## src/rtl/mdr_fetch_ctrl.sv

```systemverilog
// Fetches 1-4 consecutive bytes from memory and feeds them to the MDR as a load/shift stream.
// Latency: 4 cycles per byte with zero wait states (REQ, WAIT, LOAD, SHIFT/DONE); first mem_rd the cycle after start.
// Backpressure: stalls in WAIT until mem_ready, gives up after TIMEOUT cycles; start is ignored while busy.
module mdr_fetch_ctrl #(
  parameter int ADDR_W  = 15,
  parameter int DATA_W  = 8,
  parameter int TIMEOUT = 15
) (
  input  logic              clk,
  input  logic              rst_n,
  input  logic              start,
  input  logic [ADDR_W-1:0] addr_in,
  input  logic [1:0]        nbytes,
  output logic [ADDR_W-1:0] mem_addr,
  output logic              mem_rd,
  input  logic [DATA_W-1:0] mem_data,
  input  logic              mem_ready,
  output logic [DATA_W-1:0] mdr_data,
  output logic              mdr_re,
  output logic              mdr_shift,
  output logic              busy,
  output logic              done,
  output logic              err
);

  localparam logic [3:0] TO_LIM = TIMEOUT[3:0];

  typedef enum logic [2:0] {
    S_IDLE  = 3'd0,
    S_REQ   = 3'd1,
    S_WAIT  = 3'd2,
    S_LOAD  = 3'd3,
    S_SHIFT = 3'd4,
    S_DONE  = 3'd5,
    S_ERR   = 3'd6
  } state_t;

  state_t            state, state_nxt;
  logic [ADDR_W-1:0] addr_q, addr_nxt;
  logic [2:0]        rem_q, rem_nxt;
  logic [3:0]        tcnt_q, tcnt_nxt;
  logic [3:0]        tcnt_inc;
  logic [DATA_W-1:0] mdr_q, mdr_nxt;
  logic              err_q, err_nxt;

  assign tcnt_inc = tcnt_q + 4'd1;

  always_ff @(posedge clk or negedge rst_n) begin
    if (!rst_n) begin
      state  <= S_IDLE;
      addr_q <= '0;
      rem_q  <= '0;
      tcnt_q <= '0;
      mdr_q  <= '0;
      err_q  <= 1'b0;
    end else begin
      state  <= state_nxt;
      addr_q <= addr_nxt;
      rem_q  <= rem_nxt;
      tcnt_q <= tcnt_nxt;
      mdr_q  <= mdr_nxt;
      err_q  <= err_nxt;
    end
  end

  always_comb begin
    state_nxt = state;
    addr_nxt  = addr_q;
    rem_nxt   = rem_q;
    tcnt_nxt  = tcnt_q;
    mdr_nxt   = mdr_q;
    err_nxt   = err_q;
    case (state)
      S_IDLE: begin
        if (start) begin
          addr_nxt  = addr_in;
          rem_nxt   = {1'b0, nbytes} + 3'd1;
          err_nxt   = 1'b0;
          state_nxt = S_REQ;
        end
      end
      S_REQ: begin
        tcnt_nxt  = '0;
        state_nxt = S_WAIT;
      end
      S_WAIT: begin
        // A ready on the last allowed cycle still wins over the timeout.
        if (mem_ready) begin
          mdr_nxt   = mem_data;
          state_nxt = S_LOAD;
        end else begin
          tcnt_nxt = tcnt_inc;
          if (tcnt_inc == TO_LIM) begin
            err_nxt   = 1'b1;
            state_nxt = S_ERR;
          end
        end
      end
      S_LOAD: begin
        rem_nxt   = rem_q - 3'd1;
        state_nxt = (rem_q > 3'd1) ? S_SHIFT : S_DONE;
      end
      S_SHIFT: begin
        addr_nxt  = addr_q + 1'b1;
        state_nxt = S_REQ;
      end
      S_DONE:  state_nxt = S_IDLE;
      S_ERR:   state_nxt = S_IDLE;
      default: state_nxt = S_IDLE;
    endcase
  end

  // Strobes are pure decodes of the state register, so they are one-hot by construction.
  assign mem_rd    = (state == S_REQ);
  assign mdr_re    = (state == S_LOAD);
  assign mdr_shift = (state == S_SHIFT);
  assign done      = (state == S_DONE) || (state == S_ERR);
  assign busy      = (state != S_IDLE);
  assign mem_addr  = addr_q;
  assign mdr_data  = mdr_q;
  assign err       = err_q;

endmodule
```

## config.mk

```make
export PLATFORM = sky130hd
export DESIGN_NAME = mdr_fetch_ctrl
export DESIGN_NICKNAME = d
export VERILOG_FILES = /design/src/rtl/mdr_fetch_ctrl.sv
export SDC_FILE = /design/constraint.sdc
export NUM_CORES = 1
export LEC_CHECK = 0
export CAP_MARGIN = 40
export CORE_UTILIZATION = 43
export CTS_CLUSTER_SIZE = 8
export DETAILED_ROUTE_END_ITERATION = 16
export PLACE_DENSITY = 0.75
export SYNTH_ARGS = -nofsm -noshare
export SYNTH_HDL_FRONTEND = slang
export SYNTH_SLANG_ARGS = --single-unit
```

## constraint.sdc

```tcl
create_clock -name clk -period 2.65 [get_ports clk]
set_input_delay 0.53 -clock clk [delete_from_list [all_inputs] [get_ports clk]]
set_output_delay 0.53 -clock clk [all_outputs]
set_load 0.005 [all_outputs]
```

* Word-level counts from Yosys, hierarchy flattened
Cells that the tools add are included.
** Word-level totals
- Bits of input ports :: 29
- Output and inout port bits :: 29
- Bits in registers :: 34
- Logic and storage cells :: 50
** Cells by class
- Add/sub/neg operators :: 4
- Reduce and logical (&&, ||, !) cells :: 13
- Order comparisons :: 1
- Equal/unequal tests :: 11
- Muxes and demuxes :: 15
** Operators with widths (number)
- case mux 15 bit (2 select lines) :: 1
- adder 15 x 1 -> 15 bit, second input constant :: 1
- two-way mux 15 bit :: 1
- case mux 3 bit (5 select lines) :: 1
- two-way mux 3 bit :: 4
- AND reduction 2 bit :: 5
- equality test 3 bit, second input constant :: 3
- case mux 4 bit (2 select lines) :: 1
- nonzero test 2 bit :: 4
- equality test 3 x 2 -> 1 bit, second input constant :: 2
- inequality test 2 bit, second input constant :: 3
- case mux 3 bit (2 select lines) :: 1
- adder 4 x 1 -> 4 bit, second input constant :: 1
- equality test 4 bit, second input constant :: 1
- two-way mux 1 bit :: 4
- two-way mux 4 bit :: 1
- AND reduction 4 bit :: 1
- adder 2 x 1 -> 3 bit, second input constant :: 1
- equality test 3 x 1 -> 1 bit, second input constant :: 1
- greater-than comparator 3 x 1 -> 1 bit, second input constant :: 1
- zero test 3 bit :: 1
- inequality test 3 bit, second input constant :: 1
- nonzero test 3 bit :: 1
- subtractor 3 x 1 -> 3 bit, second input constant :: 1
- 2 further kinds :: 2

* Depth between registers and ports, before layout
Gate-level depths: netlist of run 1.
- Depth in word-level cells :: 5
- Mapped depth :: 7
- Mapped depth without buffers :: 5

* Worst setup path after synthesis of run 1
No wires, ideal clock.
- Path kind :: register -> register
- From :: reg state[0]
- To :: reg addr_q[10], in the netlist mem_addr[10]
- Arrival :: 1.803 ns
- Slack :: 0.721 ns
- Stages on the path, launching flop included :: 8
- Path buffers :: 3
- Required time :: 2.523 ns
- Path through :: dfrtp_1 > buf_2 > or3b_1 > buf_2 > or3_1 > buf_2 > o311ai_1 > nand2b_1
** Between the ends
- Longest elaborated chain between the ends :: 3
- Elaborated cells between the ends (all ways) :: 6
- Those cells by class :: 2 x eq/ne; 1 x mux; 3 x reduce/logical
** Ends and longest elaborated chain
- from (decl) :: line 38 : state_t state, state_nxt;
- from (signal assigned) :: line 57 : state <= state_nxt;
- equality test 3 bit / zero test 3 bit (equally long branches) :: line 73 : case (state)
- nonzero test 2 bit (no source line) / inequality test 2 bit (equally long branches)
- AND reduction 2 bit (no source line)
- to (signal assigned) :: line 58 : addr_q <= addr_nxt;
- to (decl) :: line 39 : logic [ADDR_W-1:0] addr_q, addr_nxt;
Several ways; a longest one is shown, not always the timed one.
A chain may end at the register's enable or synchronous reset.

* Final worst setup path of run 1
- From :: reg state[1]
- To :: out mdr_shift
** Between the ends
- Longest elaborated chain between the ends :: 1
** Ends and longest elaborated chain
- equality test 3 bit :: line 116 : assign mdr_shift = (state == S_SHIFT);
- to (decl) :: line 20 : output logic mdr_shift,
No other way between the ends.

==> results.json, run 1 <==
{
  "status": "complete, no violations",
  "hold_viol": 0,
  "grt_use_met3_pct": 5.76,
  "area_growth_pct": 39.6,
  "synth_compound_area_share_pct": 20.8,
  "ys_warn_count": 0,
  "syn_area_sq_um": 1930,
  "core_sq_um": 4140,
  "syn_inst": 208,
  "num_vias": 1821,
  "routabilityCongestion": 0.848,
  "synth_fa_ha_area_share_pct": 3.89,
  "grt_overflow": 0,
  "fin_crit_ns": 2.44,
  "clkPwrFrac_pct": 14.1,
  "synth_top_family_by_area": "compound AO/OA/AOI/OAI gates",
  "routed_via_density": 5.66,
  "drive_above_1_share_pct": 12.5,
  "synth_seq_cells": 34,
  "min_period_over_period_pct": 91.9,
  "wirelength_um": 4690,
  "drtPass1Iterations": 4,
  "htree_levels": 2,
  "p_per_area_nw_per_um2": 1090,
  "dieWidth_um": 69.0,
  "ys.flop_type": "dfrtp_1",
  "grt.met1_usage_pct": 31.6,
  "dp.cells": 314,
  "ys_types": 49,
  "p_int_w": 0.00181,
  "synthArstFlopShare_pct": 100,
  "clk_pin_slew_ns": 0.07,
  "first_iter_violations": 172,
  "grt_pass1_wl_um": 7560,
  "synth.net_count": 243,
  "antenna_found_initial": 0,
  "tns_ns": 0,
  "start_kind": "register",
  "crit_fanout": 8,
  "seq_area_frac_synth_pct": 44.1,
  "io_pins": 58,
  "cts_root_buffer": "clkbuf_8",
  "synth_simple_gate_area_share_pct": 20.1,
  "drc": 0,
  "grt-busiest-layer": "met1",
  "rsz0062_at_grt": "false",
  "critPathArrivalTime_ns": 1.91,
  "irDropWorstVdd_v": 0.000624,
  "synth_top_area_cell": "dfrtp_1",
  "wire_per_inst_um": 14.6,
  "cts-resized-gates": 0,
  "clkSinkCount": 34,
  "drv_cap": 0,
  "io_buffers": 57,
  "synth_mux_area_share_pct": 5.19,
  "grt_max_degree": 35,
  "die_area_sq_um": 4760,
  "final_nets": 306,
  "dp_hpwl_um": 3410,
  "num_antenna_cells": 0,
  "synth_edf_count": 0,
  "finalMaxSlewViolations": 0,
  "postRouteAntennaNets": 0,
  "slew-limit-headroom_pct": 71.4,
  "grt_util_all_layers_pct": 22.2,
  "synth-xor-area-share_pct": 1.36,
  "clock_path_buffers": 2,
  "cts_setup_buffers": 0,
  "max_freq_mhz": 410,
  "p_sw_share_pct": 38.2,
  "initial_core_util_pct": 46.5,
  "required_ns": 2.12,
  "numCtsBuffers": 5,
  "hold_path_class": "reg -> reg",
  "synth_top_area_share_pct": 44.1,
  "avgSynthCellArea_sq_um": 9.27,
  "die_h_um": 69.0,
  "clkLatencyLatePin_ns": 0.30,
  "synth.area.top_cells": "dfrtp_1 44%, mux2_2 4.7%, ha_1 3.9%, nand2_1 3.9%, o21ai_0 3.6%",
  "endpoint_kind": "output pin",
  "max_slew.worst_pin.slew_ns": 0.429,
  "setup_violations": 0,
  "worst_clock_skew_ns": 0.00615,
  "power_leakage_nw": 1.09,
  "grt_pass1_vias": 1532,
  "num_rows": 23,
  "pwr-share-comb_pct": 50.2,
  "fin_cells": 322,
  "grt_use_met2_pct": 31.6,
  "seq_power_share_pct": 35.8,
  "tritoncts": "yes",
  "p_sw_w": 0.00112,
  "ctsHoldBuffers": 0,
  "worstSetupPathType": "reg -> out"
}
worst max-delay path, stage by stage, from the launching register on:
cell and delay, ns:
dfrtp_1 0.46, or3b_1 0.44, clkinv_1 0.17, clkdlybuf4s50_1 0.54
cells in the mapped netlist, drive strengths merged, types with 3 or more instances:
library cell	n
o21bai	3
nor3	8
dfrtp	34
mux2	8
nor4	3
clkbuf	8
inv	10
a311oi	3
o21ai	14
nor2b	5
buf	3
ha	6
nand2	20
nor2	16
a21oi	10
nand4	3
o22ai	3
o311ai	3
o211ai	3
nand3	8
a31oi	3
metal layers:
metal	share of wire, %	wire [um]	up-vias
li1	-	-	891
met1	47	2220	875
met2	46	2150	49
met3	5.4	253	6
met4	1.4	68	0
met5	0	0	-
flip-flops by register name (all words and copies together) (netlist names):
name and cells:
rem_q 3, err 1, tcnt_q 4, mdr_data 8, mem_addr 15, state 3
cell type report:
class	count	area, sq um
sequential	34	851
multi-input combinational	152	997
tap	50	62.6
timing repair buffer	67	646
fill	351	1450
inverter	11	41.3
clock inverter	2	12.5
clock buffer	6	82.6
per-stage QoR:
stage	worst slack, ns	total power [W]	util (%)	area, sq um	hold WS, ns
2_1_floorplan	0.721	0.00179	-	1930	0.234
3_3_place_gp	0.344	0.00248	62.7	2600	0.481
3_5_place_dp	0.337	0.00252	62.7	2600	0.492
4_1_cts	0.218	0.00293	65.0	2690	0.502
5_1_grt	0.147	0.00317	65.0	2690	0.528
6_report	0.213	0.00292	65.0	2690	0.506
final timing paths:
check	cells past startpoint	slack, ns	startpoint	endpoint
worst max-delay path	3	0.21	state[1]	mdr_shift
worst min-delay path	1	0.51	rem_q[2]	rem_q[2]
worst max register to register	5	0.60	state[1]	mem_addr[10]
worst min register to register	1	0.51	rem_q[2]	rem_q[2]
max in group asynchronous	2	1.71	rst_n	state[2]
min in group asynchronous	2	0.64	rst_n	mem_addr[10]
placed cells by master, fill, tap and decap left out, types with 3 or more instances in the layout:
master           count
nor2_1              16
inv_1               10
o22ai_1              3
clkbuf_8             6
o21ai_0             14
o211ai_1             3
nor3_1               7
clkdlybuf4s50_1     57
nor2b_1              5
nand4_1              3
ha_1                 6
a311oi_1             3
nand3_1              8
nand2_1             20
nor4_1               3
dfrtp_1             34
a31oi_1              3
o21bai_1             3
mux2_2               8
a21oi_1             10
buf_4               10
kinds of logic (layout without fill, tap and decap cells):
group,Yosys count,count (layout)
XOR/XNOR,3,3
multiplexers,9,9
flip-flops,34,34
adder cells (fa/ha/maj),6,6
AND/OR/NAND/NOR,76,76
buffers and inverters,22,86
AO/OA/AOI/OAI,58,58
power by group through the flow:
stage | sequential [W] | combinational, W | clock, W
2_1_floorplan | 0.00100 | 0.000785 | 0
3_3_place_gp | 0.00104 | 0.00144 | 0
3_5_place_dp | 0.00105 | 0.00147 | 0
4_1_cts | 0.00104 | 0.00148 | 0.000419
5_1_grt | 0.00108 | 0.00164 | 0.000448
6_report | 0.00105 | 0.00147 | 0.000411
Power figures use the tool's default switching activity.
==> inputs of run 2 (changes only) <==
Settings changed: GPL_TIMING_DRIVEN from default to 0.
==> results.json, run 2 (same netlist as run 1, synthesis figures left out) <==
{
  "fin_crit_ns": 2.57,
  "crit_chain": "buf_2 -> or3b_1 -> buf_2 -> clkinv_1 -> clkdlybuf4s50_1",
  "cts_setup_buffers": 0,
  "area_growth_pct": 39.3,
  "dieWidth_um": 69.0,
  "max_freq_mhz": 390,
  "drv_cap": 0,
  "drive_above_1_share_pct": 10.3,
  "clk_pin_slew_ns": 0.08,
  "grt_overflow": 0,
  "dp_hpwl_um": 3490,
  "slew-limit-headroom_pct": 46.0,
  "fin_cells": 322,
  "first_iter_violations": 179,
  "irDropWorstVdd_v": 0.000769,
  "final_core_util_pct": 64.8,
  "io_buffers": 56,
  "endpoint_kind": "output pin",
  "max_slew.worst_pin.slew_ns": 0.799,
  "numCtsBuffers": 5,
  "setup_violations": 0,
  "worstSetupPathType": "reg -> out",
  "worst_clock_skew_ns": 0.00538,
  "antenna_found_initial": 0,
  "tritoncts": "yes",
  "wire_per_inst_um": 15.0,
  "num_rows": 23,
  "clkLatencyLatePin_ns": 0.29,
  "r2r_slack_ns": 0.55,
  "rsz0062_at_grt": "false",
  "critPathSlowestCell": "clkdlybuf4s50_1",
  "wirelength_um": 4850,
  "pre_cts_slack_ns": -0.0890,
  "drtPass1Iterations": 4,
  "power_leakage_nw": 1.07,
  "setup_ws_ns": 0.0834,
  "crit_fanout": 10,
  "min_period_over_period_pct": 96.9,
  "r2r_start": "state[0]",
  "die_area_sq_um": 4760,
  "postRouteAntennaNets": 0,
  "grt_pass1_vias": 1616,
  "layout_commonest_cell": "clkdlybuf4s50_1",
  "routabilityCongestion": 0.825,
  "io_pins": 58,
  "final_cell_mix": "55 x clkdlybuf4s50_1, 34 x dfrtp_1, 20 x nand2_1",
  "cpPeakStageDelay_ns": 0.54,
  "required_ns": 2.12,
  "rr_endpoint": "mem_addr[7]",
  "clkSinkCount": 34,
  "p_per_area_nw_per_um2": 1140,
  "critPathArrivalTime_ns": 2.04,
  "num_antenna_cells": 0,
  "cts_root_buffer": "clkbuf_8",
  "final_nets": 306,
  "cpMostUsedCell": "buf_2",
  "grt_util_all_layers_pct": 22.3,
  "num_vias": 1790,
  "largest_reg_flops": 15,
  "reg2reg_depth": 6,
  "drc": 0,
  "clock_path_buffers": 2,
  "initial_core_util_pct": 46.5,
  "crit_family": "buffers and inverters",
  "worstPathBufferInverterCount": 4,
  "grt_max_degree": 35,
  "grt_pass1_wl_um": 7730,
  "hold_path_class": "in -> async",
  "htree_levels": 2,
  "start_kind": "register",
  "finalMaxSlewViolations": 0,
  "routed_via_density": 5.56,
  "dp.cells": 314,
  "status": "complete, no violations",
  "hold_viol": 0,
  "core_sq_um": 4140,
  "die_h_um": 69.0
}
==> run 2: cell count changes in the layout (fill, tap and decap cells not counted), moves of 2 or more <==
cell,change
buf_2,+4
buf_4,-10
bufinv_16,+2
clkbuf_1,+7
clkdlybuf4s50_1,-2
==> run 2: stage by stage <==
stage          hold slack (ns)  instance area, sq um  TNS [ns]  power [W]
2_1_floorplan            0.234                  1930         0    0.00179
4_1_cts                  0.339                  2680         0    0.00307
5_1_grt                  0.364                  2690         0    0.00330
3_5_place_dp             0.480                  2550    -0.223    0.00249
6_report                 0.301                  2690         0    0.00306
3_3_place_gp             0.480                  2550    -0.244    0.00245
==> run 2: worst max path at each step <==
stage | endpoint | start | slack [ns] | cells after the start
global route | done | state[0] | 0.005 | 5
floorplan | mem_addr[10] | state[0] | 0.72 | 7
global placement | rem_q[1] | start | -0.11 | 6
CTS | mdr_re | state[1] | 0.007 | 5
detailed placement | rem_q[1] | start | -0.09 | 6
finish | mdr_shift | state[0] | 0.08 | 5
==> run 2: metal layers <==
layer,vias to the layer above,part of all wire (%),global-route usage (%)
met5,-,0,0
met4,0,1.6,9.69
met3,7,4.6,3.62
met2,49,47,35.1
met1,837,47,30.0
li1,897,-,-
==> run 2: layout make-up <==
type / count / area [sq um]
multi-input combinational: 152 / 991
buffer: 11 / 46.3
fill: 376 / 1460
clock buffer: 5 / 68.8
sequential: 34 / 851
timing repair buffer: 56 / 556
tap: 50 / 62.6
inverter: 11 / 41.3
clock inverter: 3 / 68.8
==> run 2: repair_timing <==
action	in CTS	in global routing
hold buffers	0	0
resized for setup	0	2
setup endpoints to repair	0	1
==> run 2: where the power goes <==
part / switching, W / total, W / internal [W]
Sequential: 0.000268 / 0.00103 / 0.000767
Combinational: 0.000650 / 0.00145 / 0.000795
Clock: 0.000206 / 0.000583 / 0.000377
==> inputs of run 3 (changes only) <==
Settings changed: GPL_ROUTABILITY_DRIVEN from default to 0.
==> results of run 3 <==
Final layout, timing and power as in run 2 (identical DEF).
